File: src/rtl/csi2_data_types_pkg.sv
// Shared CSI-2 data-type codes plus the short-packet tracker's state and error enums.
package csi2_data_types_pkg;

    localparam logic [5:0] FRAME_START = 6'h00;
    localparam logic [5:0] FRAME_END   = 6'h01;
    localparam logic [5:0] LINE_START  = 6'h02;
    localparam logic [5:0] LINE_END    = 6'h03;

    localparam logic [5:0] GENERIC_SHORT_MIN = 6'h08;
    localparam logic [5:0] GENERIC_SHORT_MAX = 6'h0F;

    typedef enum logic [1:0] {
        VC_IDLE     = 2'd0,
        VC_IN_FRAME = 2'd1,
        VC_IN_LINE  = 2'd2
    } vc_state_t;

    typedef enum logic [2:0] {
        ERR_NONE          = 3'd0,
        ERR_FS_IN_FRAME   = 3'd1,
        ERR_FE_NO_FS      = 3'd2,
        ERR_LINE_UNTERM   = 3'd3,
        ERR_LS_NO_FS      = 3'd4,
        ERR_LS_IN_LINE    = 3'd5,
        ERR_LE_NO_LS      = 3'd6,
        ERR_FRAME_NUM_SEQ = 3'd7
    } short_pkt_err_t;

endpackage

File: src/rtl/csi2_vc_frame_fsm.sv
// Frame/line state, numbers and line counter for a single virtual channel.
// Optional build macro: CSI2_FRAME_NUM_CHECK_EN adds the frame-number sequence check.
module csi2_vc_frame_fsm
    import csi2_data_types_pkg::*;
#(
    parameter int          LINE_CNT_W    = 16,
    parameter logic [15:0] FRAME_NUM_MAX = 16'hFFFF
) (
    input  logic                  clk_i,
    input  logic                  rst_n_i,
    input  logic                  fs_i,
    input  logic                  fe_i,
    input  logic                  ls_i,
    input  logic                  le_i,
    input  logic [15:0]           data_field_i,
    output vc_state_t             state_o,
    output logic [15:0]           frame_number_o,
    output logic [15:0]           line_number_o,
    output logic [LINE_CNT_W-1:0] last_frame_lines_o,
    output short_pkt_err_t        err_code_o
);

    vc_state_t             state;
    logic [LINE_CNT_W-1:0] line_cnt;

`ifdef CSI2_FRAME_NUM_CHECK_EN
    logic [15:0] next_frame_num;
    logic        seq_err;

    // A zero on either side means "frame numbering not in use" and is never checked.
    assign next_frame_num = (frame_number_o == FRAME_NUM_MAX) ? 16'd1 : frame_number_o + 16'd1;
    assign seq_err        = (data_field_i != 16'd0) && (frame_number_o != 16'd0) &&
                            (data_field_i != next_frame_num);
`else
    logic unused_frame_num_max;
    assign unused_frame_num_max = ^FRAME_NUM_MAX;
`endif

    // Error verdict for the packet presented this cycle; the top level registers it.
    always_comb begin
        // NOTE: default first so every path assigns err_code_o and no latch is inferred.
        err_code_o = ERR_NONE;
        if (fs_i) begin
            if (state != VC_IDLE) err_code_o = ERR_FS_IN_FRAME;
`ifdef CSI2_FRAME_NUM_CHECK_EN
            else if (seq_err)     err_code_o = ERR_FRAME_NUM_SEQ;
`endif
        end else if (fe_i) begin
            if (state == VC_IDLE)         err_code_o = ERR_FE_NO_FS;
            else if (state == VC_IN_LINE) err_code_o = ERR_LINE_UNTERM;
        end else if (ls_i) begin
            if (state == VC_IDLE)         err_code_o = ERR_LS_NO_FS;
            else if (state == VC_IN_LINE) err_code_o = ERR_LS_IN_LINE;
        end else if (le_i) begin
            if (state != VC_IN_LINE)      err_code_o = ERR_LE_NO_LS;
        end
    end

    // NOTE: state registers use non-blocking assignments so all flops update together.
    always_ff @(posedge clk_i or negedge rst_n_i) begin
        if (!rst_n_i) begin
            state              <= VC_IDLE;
            frame_number_o     <= '0;
            line_number_o      <= '0;
            line_cnt           <= '0;
            last_frame_lines_o <= '0;
        end else if (fs_i) begin
            state          <= VC_IN_FRAME;
            frame_number_o <= data_field_i;
            line_cnt       <= '0;
        end else if (fe_i) begin
            if (state != VC_IDLE) begin
                state              <= VC_IDLE;
                last_frame_lines_o <= line_cnt;
            end
        end else if (ls_i) begin
            line_number_o <= data_field_i;
            if (state != VC_IDLE) begin
                state <= VC_IN_LINE;
                if (line_cnt != '1) line_cnt <= line_cnt + LINE_CNT_W'(1);
            end
        end else if (le_i) begin
            if (state == VC_IN_LINE) state <= VC_IN_FRAME;
        end
    end

    assign state_o = state;

endmodule

File: src/rtl/csi2_short_pkt_tracker.sv
// Decodes CSI-2 sync/generic short packets and registers per-VC tracking results.
// Optional build macro: CSI2_FRAME_NUM_CHECK_EN enables frame-number sequence errors.
module csi2_short_pkt_tracker
    import csi2_data_types_pkg::*;
#(
    parameter int          NUM_VC        = 4,
    parameter int          LINE_CNT_W    = 16,
    parameter logic [15:0] FRAME_NUM_MAX = 16'hFFFF
) (
    input  logic                         clk_i,
    input  logic                         rst_n_i,
    input  logic                         header_valid_i,
    input  logic [1:0]                   virtual_channel_i,
    input  logic [5:0]                   data_type_i,
    input  logic [15:0]                  data_field_i,
    output logic                         frame_start_o,
    output logic                         frame_end_o,
    output logic                         line_start_o,
    output logic                         line_end_o,
    output logic [1:0]                   vc_o,
    output logic [16*NUM_VC-1:0]         frame_number_o,
    output logic [16*NUM_VC-1:0]         line_number_o,
    output logic [NUM_VC-1:0]            in_frame_o,
    output logic [LINE_CNT_W*NUM_VC-1:0] last_frame_lines_o,
    output logic                         generic_valid_o,
    output logic [2:0]                   generic_dt_o,
    output logic [15:0]                  generic_data_o,
    output logic                         err_o,
    output logic [2:0]                   err_code_o
);

    localparam logic [2:0] NUM_VC_L = 3'(NUM_VC);

    logic           hdr_ok;
    logic           is_fs;
    logic           is_fe;
    logic           is_ls;
    logic           is_le;
    logic           is_generic;
    short_pkt_err_t vc_err [NUM_VC];
    short_pkt_err_t sel_err;

    // Headers addressed to an untracked VC are dropped before any decode.
    assign hdr_ok     = header_valid_i && ({1'b0, virtual_channel_i} < NUM_VC_L);
    assign is_fs      = (data_type_i == FRAME_START);
    assign is_fe      = (data_type_i == FRAME_END);
    assign is_ls      = (data_type_i == LINE_START);
    assign is_le      = (data_type_i == LINE_END);
    assign is_generic = (data_type_i >= GENERIC_SHORT_MIN) && (data_type_i <= GENERIC_SHORT_MAX);

    for (genvar v = 0; v < NUM_VC; v++) begin : g_vc
        logic      hit;
        vc_state_t state;

        assign hit = hdr_ok && (virtual_channel_i == 2'(v));

        csi2_vc_frame_fsm #(
            .LINE_CNT_W    (LINE_CNT_W),
            .FRAME_NUM_MAX (FRAME_NUM_MAX)
        ) u_fsm (
            .clk_i              (clk_i),
            .rst_n_i            (rst_n_i),
            .fs_i               (hit && is_fs),
            .fe_i               (hit && is_fe),
            .ls_i               (hit && is_ls),
            .le_i               (hit && is_le),
            .data_field_i       (data_field_i),
            .state_o            (state),
            .frame_number_o     (frame_number_o[16*v +: 16]),
            .line_number_o      (line_number_o[16*v +: 16]),
            .last_frame_lines_o (last_frame_lines_o[LINE_CNT_W*v +: LINE_CNT_W]),
            .err_code_o         (vc_err[v])
        );

        assign in_frame_o[v] = (state != VC_IDLE);
    end

    always_comb begin
        sel_err = ERR_NONE;
        for (int v = 0; v < NUM_VC; v++) begin
            if (virtual_channel_i == 2'(v)) sel_err = vc_err[v];
        end
    end

    // err_code_o and the generic fields hold between events; strobes are single-cycle.
    always_ff @(posedge clk_i or negedge rst_n_i) begin
        if (!rst_n_i) begin
            frame_start_o   <= 1'b0;
            frame_end_o     <= 1'b0;
            line_start_o    <= 1'b0;
            line_end_o      <= 1'b0;
            vc_o            <= '0;
            generic_valid_o <= 1'b0;
            generic_dt_o    <= '0;
            generic_data_o  <= '0;
            err_o           <= 1'b0;
            err_code_o      <= '0;
        end else begin
            frame_start_o   <= hdr_ok && is_fs;
            frame_end_o     <= hdr_ok && is_fe;
            line_start_o    <= hdr_ok && is_ls;
            line_end_o      <= hdr_ok && is_le;
            generic_valid_o <= hdr_ok && is_generic;
            err_o           <= hdr_ok && (sel_err != ERR_NONE);
            if (hdr_ok) vc_o <= virtual_channel_i;
            if (hdr_ok && is_generic) begin
                generic_dt_o   <= data_type_i[2:0];
                generic_data_o <= data_field_i;
            end
            if (hdr_ok && (sel_err != ERR_NONE)) err_code_o <= sel_err;
        end
    end

endmodule

File: config.mk
export PLATFORM = sky130hd
export DESIGN_NAME = csi2_short_pkt_tracker
export DESIGN_NICKNAME = d
export VERILOG_FILES = /design/src/rtl/csi2_data_types_pkg.sv /design/src/rtl/csi2_vc_frame_fsm.sv /design/src/rtl/csi2_short_pkt_tracker.sv
export SDC_FILE = /design/constraint.sdc
export NUM_CORES = 1
export LEC_CHECK = 0
export ABC_CLOCK_PERIOD_IN_PS = 2700
export BUFFER_PORTS_ARGS = -buffer_cell sky130_fd_sc_hd__buf_4
export CORE_MARGIN = 2
export CORE_UTILIZATION = 45
export CTS_BUF_LIST = sky130_fd_sc_hd__clkbuf_16
export DETAILED_ROUTE_END_ITERATION = 10
export PLACE_DENSITY_LB_ADDON = 0.1
export SLEW_MARGIN = 20
export SYNTH_ARGS = -nofsm -noshare
export SYNTH_HDL_FRONTEND = slang
export SYNTH_HIERARCHICAL = 1
export SYNTH_SLANG_ARGS = --single-unit
export TNS_END_PERCENT = 10
File: constraint.sdc
create_clock -name clk_i -period 2.7 [get_ports clk_i]
set_clock_uncertainty 0.05 [all_clocks]
set_input_delay 0.54 -clock clk_i [delete_from_list [all_inputs] [get_ports clk_i]]
set_output_delay 0.54 -clock clk_i [all_outputs]
set_load 0.01 [all_outputs]
Yosys cells after proc, flatten, opt, wreduce, memory -nomap -nowiden
Index checks and enable logic that the tools add are counted.
- register bits: 294
- bits of input ports: 27
- output and inout bits: 226
- logic and storage cells: 240
- add/sub/neg operators: 4
- order comparisons: 2
- eq/ne operators: 30
- muxes and demuxes: 92
- bitwise operators: 8
- reductions and logical operators: 74
- operator list (cell ; count):
    $mux W16 ; 20
    $mux W3 ; 36
    $add A16 B1 Y16 const B ; 4
    $mux W2 ; 32
    $ne A16 B16 Y1 const B ; 4
    $reduce_and A4 Y1 ; 8
    $reduce_bool A2 Y1 ; 16
    $reduce_bool A4 Y1 ; 8
    $logic_and A1 B1 Y1 ; 27
    $ne A3 B2 Y1 const B ; 8
    $reduce_and A3 Y1 ; 8
    $eq A2 B2 Y1 const B ; 6
    $eq A6 B2 Y1 const B ; 2
    $logic_not A2 Y1 ; 5
    $ne A2 B1 Y1 const B ; 4
    $ne A2 B2 Y1 const B ; 4
    $not A1 Y1 ; 8
    $eq A6 B1 Y1 const B ; 1
    $ge A6 B4 Y1 const B ; 1
    $le A6 B4 Y1 const B ; 1
    $logic_not A6 Y1 ; 1
    $mux W1 ; 4
    $reduce_bool A3 Y1 ; 1
    $eq A2 B1 Y1 const B ; 1

Longest topological paths before layout
- word-level depth: 13
- depth in mapped cells: 11
- depth with buffers taken out: 10

Hierarchy
Netlist, hierarchy kept.
- modules (own cells, without submodules) (module ; instances ; cells each ; area an instance (µm²) ; seq. area each (µm²)):
    csi2_vc_frame_fsm (g_vc[1].u_fsm ...) ; 3 ; 225 ; 2974.1 ; 1651.6
    csi2_vc_frame_fsm (g_vc[0].u_fsm) ; 1 ; 226 ; 2881.5 ; 1651.6
    csi2_short_pkt_tracker ; 1 ; 104 ; 1323.8 ; 750.7

Worst setup path before layout
No wires, ideal clock.
- path type: input -> register
- start: input header_valid_i
- end: register g_vc[0].u_fsm.line_cnt[13]
- arrival time: 3.050 ns
- required time: 2.573 ns
- setup slack: -0.477 ns
- stages on the path: 9
- path buffers: 2
- path through: buf_2 > nor4b_1 > nand3_1 > nor3_1 > nand2b_4 > or4_1 > buf_2 > or4_1 > a21oi_1
- cells in the longest elaborated chain, start to end: 4
- elaborated cells on any way between the ends: 10
- RTL lines (element ; line ; RTL):
    start: declaration ; csi2_short_pkt_tracker.sv:12 ; input logic header_valid_i,
    $logic_and A1 B1 Y1 * ; csi2_short_pkt_tracker.sv:55 ; assign hit = hdr_ok && (virtual_channel_i == 2'(v));
    $logic_and A1 B1 Y1 (on tied branches) ; csi2_short_pkt_tracker.sv:64, csi2_short_pkt_tracker.sv:63, csi2_short_pkt_tracker.sv:65 ;
    $ne A2 B1 Y1 (no line) or $reduce_bool A2 Y1 (tied branches) ; -- ;
    $reduce_and A4 Y1 (no line) ; -- ;
    end signal: assignment ; csi2_vc_frame_fsm.sv:80 ; if (line_cnt != '1) line_cnt <= line_cnt + LINE_CNT_W'(1);
    end: declaration ; csi2_vc_frame_fsm.sv:24 ; logic [LINE_CNT_W-1:0] line_cnt;
Mark *: on every way between the ends. The rest lies on a longest branch, timed or not.
A chain may end at the register's enable or synchronous reset.

Worst setup path after layout
- start: input data_type_i[0]
- end: register g_vc[0].u_fsm.line_cnt[10]
- cells in the longest elaborated chain, start to end: 4
- elaborated cells on any way between the ends: 12
- RTL lines (element ; line ; RTL):
    start: declaration ; csi2_short_pkt_tracker.sv:14 ; input logic [5:0] data_type_i,
    $eq A6 B1 Y1 (tied with other cells) ; csi2_short_pkt_tracker.sv:46 ; assign is_fe = (data_type_i == FRAME_END);
    $logic_and A1 B1 Y1 (on tied branches) ; csi2_short_pkt_tracker.sv:64, csi2_short_pkt_tracker.sv:63, csi2_short_pkt_tracker.sv:65 ;
    $ne A2 B1 Y1 (no line) or $reduce_bool A2 Y1 (tied branches) ; -- ;
    $reduce_and A4 Y1 (no line) ; -- ;
Parallel ways exist; a longest one is shown, timed or not.

==> impl_metrics.toml <==
[power]
p_clk_share_pct = 41.9
comb_power_share_pct = 8.8
intPower_w = 0.00725
p_sw_w = 0.00227
seqPwrFrac_pct = 49.3
power_density_mw_per_mm2 = 560
ir_drop_mv = 0.465
swShare_pct = 23.9
leakagePower_nw = 8.32

[critical_path]
crit_path_start_kind = "input pin"
r2r_slack_ns = 0.55
path_max_fanout = 8
cp.required_ns = 3.13
crit_path_end_kind = "flip-flop"
crit_type = "in -> reg"
critPathArrivalTime_ns = 2.87

[synthesis]
synthMuxAreaShare_pct = 19.5
ys_types = 56
syn_nets = 1036
synth_top_family_by_area = "multiplexers"
yosysWarnings = 6
synth_compound_area_share_pct = 6.48
synthMostInstantiatedCell = "dfrtp_1"
syn_inst = 1005
yosys_register_bits = 294
synth_xor_area_share_pct = 0
synth_fa_ha_area_share_pct = 0.381
synth_top_area_share_pct = 56.0
synth_edf_count = 0
yosysTopAreaCell = "dfrtp_1"
synth.avg_cell_area_um2 = 13.1
ys_top_cells_by_count = "dfrtp_1, mux2_2, a21oi_1"
synth_flop_cell = "dfrtp_1"
synth_area_mm2 = 0.0131
synthArstFlopShare_pct = 100
yosys-top-cells-area = "dfrtp_1, mux2_2, a21oi_1, o31ai_1, or4_1"
ys_seq_area_share_pct = 56.0
synthSimpleGateAreaFrac_pct = 14.5

[placed_design]
dp_hpwl_mm = 22.7
gp_congestion = 0.801
port_buffers = 252
placed_cells = 1685
placed_cell_area_mm2 = 0.0161

[clocking]
path_clk_slew_ns = 0.06
clock-sinks = 294
htree_levels = 1
clockBufferDepth = 3
insertion_delay_ns = 0.56
cts_resized = 0
cts_buffers = 31
cts_root_buf = "clkbuf_16"
cts_tree = "done"

[cells_and_area]
drive_above_1_share_pct = 48.9
design_area_mm2 = 0.0170
seqCellArea_mm2 = 0.00736
fin_cells = 1741
fillers = 2422
final_nets = 1366
diodes = 0
area_growth_pct = 29.6
multiInputGateArea_mm2 = 0.00547

[global_routing]
grt_max_degree = 75
grt_pass1_vias = 9470
antenna_found_initial = 0
overflow = 0
grt_pass1_wl_mm = 53.2
track_usage_pct = 21.7

[detailed_routing]
wl_mm = 32.5
drt_iter0_drc = 518
dr.pass1.iters = 6
vias_per_cell = 5.44
dr_total_vias = 9464
detail-route-antenna-nets = 0
wl_per_cell_um = 18.7
drcViolationCount = 0

[sta]
fin_hold_ws_ns = 0.189
hold_violations = 0
slew_headroom_pct = 60.4
setup_viol = 0
worst_pin_slew_ns = 0.588
fin_crit_sh_pct = 90.3
rsz0062_at_grt = "false"
max_freq_ghz = 0.410
finalMaxSlewViolations = 0
fin_crit_ns = 2.44

[worst_hold_path]
hp-class = "in -> reg"

[die]
die_area_mm2 = 0.0306
initial_utilization_pct = 45.7
top_level_ports = 253
die_x_um = 175
coreArea_mm2 = 0.0287
die_h_um = 175
rows = 62

[status]
status = "complete, no violations"

[job]
drv_cap = 0
-- logic make-up (layout without fill, tap and decap cells) --
group	after synthesis	count (layout)
mux	224	224
fa+ha+maj	4	4
simple gates	286	286
flops	294	294
buf+inv	57	409
compound gates	140	140
-- state kept, by name, summed over array words and instances (netlist names), 2 cells and up --
| register | count |
|---|---|
| err_code_o | 3 |
| vc_o | 2 |
| g_vc.u_fsm/last_frame_lines_o | 64 |
| g_vc.u_fsm/line_cnt | 64 |
| generic_data_o | 16 |
| g_vc.u_fsm/state_o | 8 |
| generic_dt_o | 3 |
| g_vc.u_fsm/line_number_o | 64 |
| g_vc.u_fsm/frame_number_o | 64 |
-- placed cells by master, fill, tap and decap left out, types with 9 or more instances in the layout --
cell       netlist  routed
o21ai_0         16      16
nand2_1         36      35
clkbuf_16        0      31
buf_12           0      12
nor2b_1         10      10
or4_1           36      35
nor2_1          46      43
nor3_1          14      12
mux2_2         217     217
nand2b_1        11      11
o31ai_1         42      42
dfrtp_1        294     294
inv_1           15      18
a21oi_1         67      67
buf_4            0     325
or3_2           10      10
nand3_1         33      32
clkinv_1         0      12
nand4_1         13      13
or3_1            9       9
-- worst paths after layout --
kind                                                        end  cells past startpoint                                 from
setup / recovery                     g_vc[0].u_fsm/line_cnt[10]                      9                       data_type_i[0]
hold / removal                                  generic_dt_o[2]                      2                       data_type_i[2]
setup reg to reg                     g_vc[0].u_fsm/line_cnt[10]                      5            g_vc[0].u_fsm/line_cnt[0]
max in group asynchronous      g_vc[0].u_fsm/frame_number_o[11]                      3                              rst_n_i
min in group asynchronous  g_vc[2].u_fsm/last_frame_lines_o[12]                      2                              rst_n_i
hold reg to reg             g_vc[0].u_fsm/last_frame_lines_o[4]                      1  g_vc[0].u_fsm/last_frame_lines_o[4]
-- critical path: stages --
cell      delay (ns)
buf_4           0.12
nor4b_4         0.33
nand3_2         0.21
nor3_4          0.25
buf_4           0.18
nand2b_4        0.06
or4_1           0.58
or4_1           0.44
a21oi_1         0.16
-- per-stage QoR --
stage	setup slack [ns]	utilization, %	total power (W)	TNS (ns)
2_1_floorplan	-0.0270	-	0.00508	-0.0970
3_3_place_gp	-0.275	56.0	0.00561	-5.51
3_5_place_dp	-0.312	56.0	0.00562	-7.14
4_1_cts	0.273	59.3	0.00966	0
5_1_grt	0.143	59.3	0.00991	0
6_report	0.261	59.3	0.00952	0
-- area by class of cell --
class	count	share of cell area, %
clock buffer	31	4.56
clock inverter	24	0.942
inverter	15	0.331
multi-input combinational	654	32.2
sequential	294	43.3
tap	384	2.82
timing repair buffer	339	15.9
-- per-layer routing --
metal / part of all wire [%] / track usage [%] / routed length, µm
met5: 0 / 0 / 0
met4: 2.1 / 5.24 / 688
met3: 8.3 / 7.25 / 2700
met2: 45 / 33.6 / 14800
met1: 44 / 29.7 / 14300
-- power groups by stage --
stage	sequential (W)	clock [W]	combinational, W
finish	0.00469	0.00399	0.000838
global placement	0.00476	0	0.000850
global route	0.00472	0.00428	0.000916
CTS	0.00469	0.00411	0.000857
floorplan	0.00483	0	0.000252
detailed placement	0.00477	0	0.000853
-- repair_timing --
action | in CTS | in global routing
setup buffers | 0 | 0
hold endpoints to repair | 40 | 0
hold buffers | 1 | 0
endpoints found under the setup margin | 0 | 0
Power figures use the tool's default switching activity.
